## src/rtl/dac_spi_writer.sv

```systemverilog
// dac_spi_writer: SPI master that shifts one {ctrl,data} frame MSB first to a 3-wire DAC per request.
// Optional LDAC_n strobe after each frame is built in when DAC_LDAC_EN is defined.
module dac_spi_writer #(
  parameter int CTRL_BITS = 8,
  parameter int DATA_BITS = 16,
  parameter int CLKDIV    = 2,
  parameter int CS_SETUP  = 2,
  parameter int CS_HOLD   = 2,
  parameter int CS_IDLE   = 4
) (
  input  logic                 clk,
  input  logic                 rst,
  input  logic                 in_valid,
  input  logic [CTRL_BITS-1:0] in_ctrl,
  input  logic [DATA_BITS-1:0] in_data,
  output logic                 in_ready,
  output logic                 done,
  output logic                 CS,
  output logic                 SCLK,
  output logic                 Din
`ifdef DAC_LDAC_EN
  ,
  output logic                 LDAC_n
`endif
);

  localparam int FRAME = CTRL_BITS + DATA_BITS;
`ifdef DAC_LDAC_EN
  localparam int GAP_LEN = (CS_IDLE > 4) ? CS_IDLE : 4;
`else
  localparam int GAP_LEN = CS_IDLE;
`endif
  localparam int CW = 16;
  localparam int BW = (FRAME > 1) ? $clog2(FRAME) : 1;

  localparam logic [CW-1:0] SETUP_LAST  = CW'(CS_SETUP - 1);
  localparam logic [CW-1:0] HALF_LAST   = CW'(CLKDIV - 1);
  localparam logic [CW-1:0] PERIOD_LAST = CW'(2 * CLKDIV - 1);
  localparam logic [CW-1:0] HOLD_LAST   = CW'(CS_HOLD - 1);
  localparam logic [CW-1:0] GAP_LAST    = CW'(GAP_LEN - 1);
  localparam logic [BW-1:0] BIT_FIRST   = BW'(FRAME - 1);

  localparam logic [2:0] S_IDLE  = 3'd0;
  localparam logic [2:0] S_SETUP = 3'd1;
  localparam logic [2:0] S_SHIFT = 3'd2;
  localparam logic [2:0] S_HOLD  = 3'd3;
  localparam logic [2:0] S_GAP   = 3'd4;

  logic [2:0]       state;
  logic [CW-1:0]    cnt;
  logic [BW-1:0]    bit_cnt;
  logic [FRAME-2:0] shreg;
  logic [FRAME-1:0] frame_word;
  logic             hs;

  assign frame_word = {in_ctrl, in_data};
  assign hs         = in_valid & in_ready;

  // The frame MSB goes out on Din at the handshake edge; shreg keeps the remaining bits.
  always_ff @(posedge clk or posedge rst) begin
    if (rst) begin
      state    <= S_IDLE;
      cnt      <= '0;
      bit_cnt  <= '0;
      shreg    <= '0;
      in_ready <= 1'b0;
      done     <= 1'b0;
      CS       <= 1'b1;
      SCLK     <= 1'b0;
      Din      <= 1'b0;
    end else begin
      case (state)
        S_IDLE: begin
          CS   <= 1'b1;
          SCLK <= 1'b0;
          done <= 1'b0;
          if (hs) begin
            state    <= S_SETUP;
            in_ready <= 1'b0;
            CS       <= 1'b0;
            Din      <= frame_word[FRAME-1];
            shreg    <= frame_word[FRAME-2:0];
            cnt      <= '0;
          end else begin
            in_ready <= 1'b1;
            Din      <= 1'b0;
          end
        end
        S_SETUP: begin
          if (cnt == SETUP_LAST) begin
            state   <= S_SHIFT;
            cnt     <= '0;
            bit_cnt <= BIT_FIRST;
            SCLK    <= 1'b1;
          end else begin
            cnt <= cnt + CW'(1);
          end
        end
        // Each bit period opens with the SCLK rise (and the Din update) and closes after the low half.
        S_SHIFT: begin
          if (cnt == PERIOD_LAST) begin
            cnt <= '0;
            if (bit_cnt == '0) begin
              state <= S_HOLD;
            end else begin
              bit_cnt <= bit_cnt - BW'(1);
              Din     <= shreg[FRAME-2];
              shreg   <= shreg << 1;
              SCLK    <= 1'b1;
            end
          end else begin
            cnt <= cnt + CW'(1);
            if (cnt == HALF_LAST) SCLK <= 1'b0;
          end
        end
        S_HOLD: begin
          if (cnt == HOLD_LAST) begin
            state <= S_GAP;
            cnt   <= '0;
            CS    <= 1'b1;
            done  <= 1'b1;
            Din   <= 1'b0;
          end else begin
            cnt <= cnt + CW'(1);
          end
        end
        S_GAP: begin
          done <= 1'b0;
          if (cnt == GAP_LAST) begin
            state <= S_IDLE;
            cnt   <= '0;
          end else begin
            cnt <= cnt + CW'(1);
          end
        end
        default: begin
          state    <= S_IDLE;
          cnt      <= '0;
          in_ready <= 1'b0;
          done     <= 1'b0;
          CS       <= 1'b1;
          SCLK     <= 1'b0;
          Din      <= 1'b0;
        end
      endcase
    end
  end

`ifdef DAC_LDAC_EN
  // Registered one cycle ahead so LDAC_n is low on the third and fourth GAP cycles.
  always_ff @(posedge clk or posedge rst) begin
    if (rst) begin
      LDAC_n <= 1'b1;
    end else begin
      LDAC_n <= !((state == S_GAP) && ((cnt == CW'(1)) || (cnt == CW'(2))));
    end
  end
`endif

endmodule

```

## config.mk

```make
export PLATFORM = sky130hd
export DESIGN_NAME = dac_spi_writer
export DESIGN_NICKNAME = d
export VERILOG_FILES = /design/src/rtl/dac_spi_writer.sv
export SDC_FILE = /design/constraint.sdc
export NUM_CORES = 1
export LEC_CHECK = 0
export CORE_ASPECT_RATIO = 0.8
export CORE_MARGIN = 2
export CORE_UTILIZATION = 40
export CTS_CLUSTER_SIZE = 20
export DETAILED_ROUTE_END_ITERATION = 7
export GPL_TIMING_DRIVEN = 0
export PLACE_DENSITY = 0.66
export REMOVE_ABC_BUFFERS = 1
export SETUP_SLACK_MARGIN = 0.1
export SLEW_MARGIN = 15
export SYNTH_ARGS = -nofsm -noshare
export SYNTH_HDL_FRONTEND = slang
export SYNTH_SLANG_ARGS = --single-unit
```

## constraint.sdc

```tcl
create_clock -name clk -period 2.4 [get_ports clk]
set_clock_uncertainty 0.2 [all_clocks]
set_input_delay 0.36 -clock clk [delete_from_list [all_inputs] [get_ports clk]]
set_output_delay 0.36 -clock clk [all_outputs]
set_load 0.03 [all_outputs]
```

==> run_results.csv <==
group,metric,value,unit
outcome,status,"finished clean",
setup_path,criticalPathCategory,"flop to flop",
clock_network,cts_tree,"built",
setup_path,max_stage_delay,0.61,ns
clock_network,root_buffer,"clkbuf_8",
route,first_pass_iters,4,
clock_network,path_clk_slew,0.10,ns
timing,worst_slack,0.1612,ns
clock_network,numCtsBuffers,5,
timing,holdWs,0.2023,ns
clock_network,clkSinkCount,52,
route,drc_errors,0,
power,p_leak,1.602,nW
final_layout,final_cell_mix,"dfrtp_1 (48), clkdlybuf4s50_1 (31), mux2_2 (26)",
floorplan,core,6959,um^2
synth,ys_seq_area_frac,0.4481,
placement,dp.cells,364,
final_layout,drive_gt1_frac,0.2955,
grt,overflow,0,
floorplan,initial_core_util,0.4177,
synth,syn-mean-instance-area,11.27,um^2
synth,async_flop_share,1.000,
final_layout,layoutNonFillerInstCount,378,
placement,post-place-ws,-0.5738,ns
final_layout,fin_nets,320,
timing,max_freq,446.7,MHz
clock_network,postCtsHoldBufs,0,
timing,slew_headroom,0.6007,
setup_path,critical_path_arrival,2.25,ns
synth,syn_area,2907,um^2
setup_path,slowest_stage,"dfrtp_1",
floorplan,dieArea,7969,um^2
synth,synth-seq-cells,52,
route,post_drt_wl_per_cell,15.42,um
power,p_per_area,425.4,nW/um^2
final_layout,final_common_cell,"dfrtp_1",
timing,fin_crit,2.239,ns
floorplan,io_pins,32,
synth,ys.flop_type,"dfrtp_1",
route,vias_per_cell,5.442,
setup_path,crit_buf_inv,0,
final_layout,antenna_cells,0,
timing,drv_slew,0,
setup_path,crit_chain,"a2111oi_4 -> or3_4 -> a21o_2 -> mux2_4",
min_path,holdCritPathClass,"primary input to asynchronous set/reset pin",
grt,grt.total_usage,0.1564,
timing,rsz0062_at_grt,"true",
clock_network,htree_levels,2,
synth,synthCells,258,
synth,yosysUniqueCellTypes,52,
floorplan,die_w,99.31,um
grt,antenna_found_initial,0,
placement,gp_congestion,0.7770,
power,vdd_drop_max,0.2430,mV
setup_path,cp_max_fo,16,
synth,synth_edf_count,0,
route,vias,2057,
floorplan,num_rows,27,
setup_path,crit_family,"compound AO/OA/AOI/OAI gates",
grt,grt_pass1_wl,9942,um
grt,grt_pass1_vias,1970,
placement,numPortBuffers,31,
floorplan,fp.dieH,80.25,um
timing,period_share,0.9328,
grt,grt_max_degree,31,
route,first_iter_violations,95,
setup_path,cp-start-kind,"flop",
final_layout,fin_util,0.5056,
placement,dp_hpwl,3829,um
final_layout,syn_to_final_growth,21.05,%
clock_network,clk_latency,0.31,ns
synth,yosysWarnings,0,
clock_network,cts_buffer_depth,2,
timing,hold_viol,0,
timing,setup_viol,0,
route,detail-route-antenna-nets,0,
setup_path,worst_ep_required_time,2.41,ns
flow_run,drv_cap,0,
timing,worst_slew_pin_slew,0.5990,ns
route,routed_wl,5829,um
setup_path,cp-end-kind,"flop",
cells by family after synthesis:
logic type	count (synthesis)	synth area share
fa+ha+maj	3	0.01292
buf+inv	21	0.04348
flops	52	0.4481
compound gates	33	0.07835
simple gates	89	0.1722
xor+xnor	14	0.04219
mux	46	0.2028
report_power, final:
group	leakage (nW)	total (W)	internal [W]	switching, W
clock network	0.0434	0.000537	0.000234	0.000303
logic	0.866	0.0000843	0.0000547	0.0000296
registers	0.693	0.000875	0.000875	0
cells in the mapped netlist (3+ instances only):
cell type  instances  share of area
mux2_2            26           0.10
a31oi_1            4         0.0086
nand4_1            6          0.013
nand3_1           11          0.019
nor4_2             3          0.013
clkbuf_1           3         0.0039
a21o_1             3         0.0077
nor2_1            23          0.030
inv_1              7         0.0090
buf_2              5         0.0086
xnor2_1            5          0.015
nand2_1           14          0.018
nor3b_1            4          0.010
o21ai_0            4         0.0069
ha_1               3          0.013
nand2b_1           4         0.0086
dfrtp_1           51           0.44
nor3_1             6          0.010
a21oi_1            8          0.014
mux2_4            19          0.098
xor2_1             9          0.027
per-stage QoR:
| step | total power, W | setup TNS, ns | instance area (um^2) |
|---|---|---|---|
| global route | 0.001561 | 0 | 3518 |
| floorplan | 0.0009246 | -6.074 | 2806 |
| detailed placement | 0.0009787 | -16.80 | 3267 |
| finish | 0.001497 | 0 | 3518 |
| global placement | 0.0009743 | -53.36 | 3226 |
| CTS | 0.001517 | 0 | 3485 |
flip-flops by register name (all words and copies together) (netlist names):
signal,count
CS,1
bit_cnt,5
cnt,16
state,3
shreg,23
done,1
Din,1
SCLK,1
in_ready,1
worst register-to-register path: stages (launching register included):
cell       delay (ns)
dfrtp_1          0.61
a2111oi_4        0.51
or3_4            0.27
a21o_2           0.24
mux2_4           0.32
final timing paths:
check	from	endpoint	slack, ns	cells after the start
worst min-delay path	rst	shreg[5]$_DFFE_PP0P_	0.20	2
min in group clk	shreg[0]$_DFFE_PP0P_	shreg[0]$_DFFE_PP0P_	0.29	1
worst min register to register	shreg[0]$_DFFE_PP0P_	shreg[0]$_DFFE_PP0P_	0.29	1
max in group asynchronous	rst	state[2]$_DFFE_PP0P_	1.24	3
worst max-delay path	state[0]$_DFFE_PP0P_	shreg[13]$_DFFE_PP0P_	0.16	4
worst max register to register	state[0]$_DFFE_PP0P_	shreg[13]$_DFFE_PP0P_	0.16	4
routing by layer:
layer / up-vias / GRT usage / routed length (um)
li1: 1000 / - / -
met1: 1027 / 0.2424 / 3123
met2: 28 / 0.2189 / 2530
met3: 2 / 0.03655 / 139
met4: 0 / 0.03288 / 36
met5: - / 0 / 0
cell type report:
class / count / area (um^2)
fillers: 626 / 3441
multi-input cells: 188 / 1612
flip-flops and latches: 52 / 1306
repair buffers: 36 / 367.9
well taps: 87 / 108.9
clock buffers: 6 / 82.58
inverters: 7 / 26.28
clock inverters: 2 / 15.01
timing repair:
action / in CTS / in global routing
pin swaps: 0 / 2
gates resized for setup: 17 / 6
endpoints found under the setup margin: 43 / 37
cloned: 3 / 0
setup buffers: 3 / 0
Power figures use the tool's default switching activity.
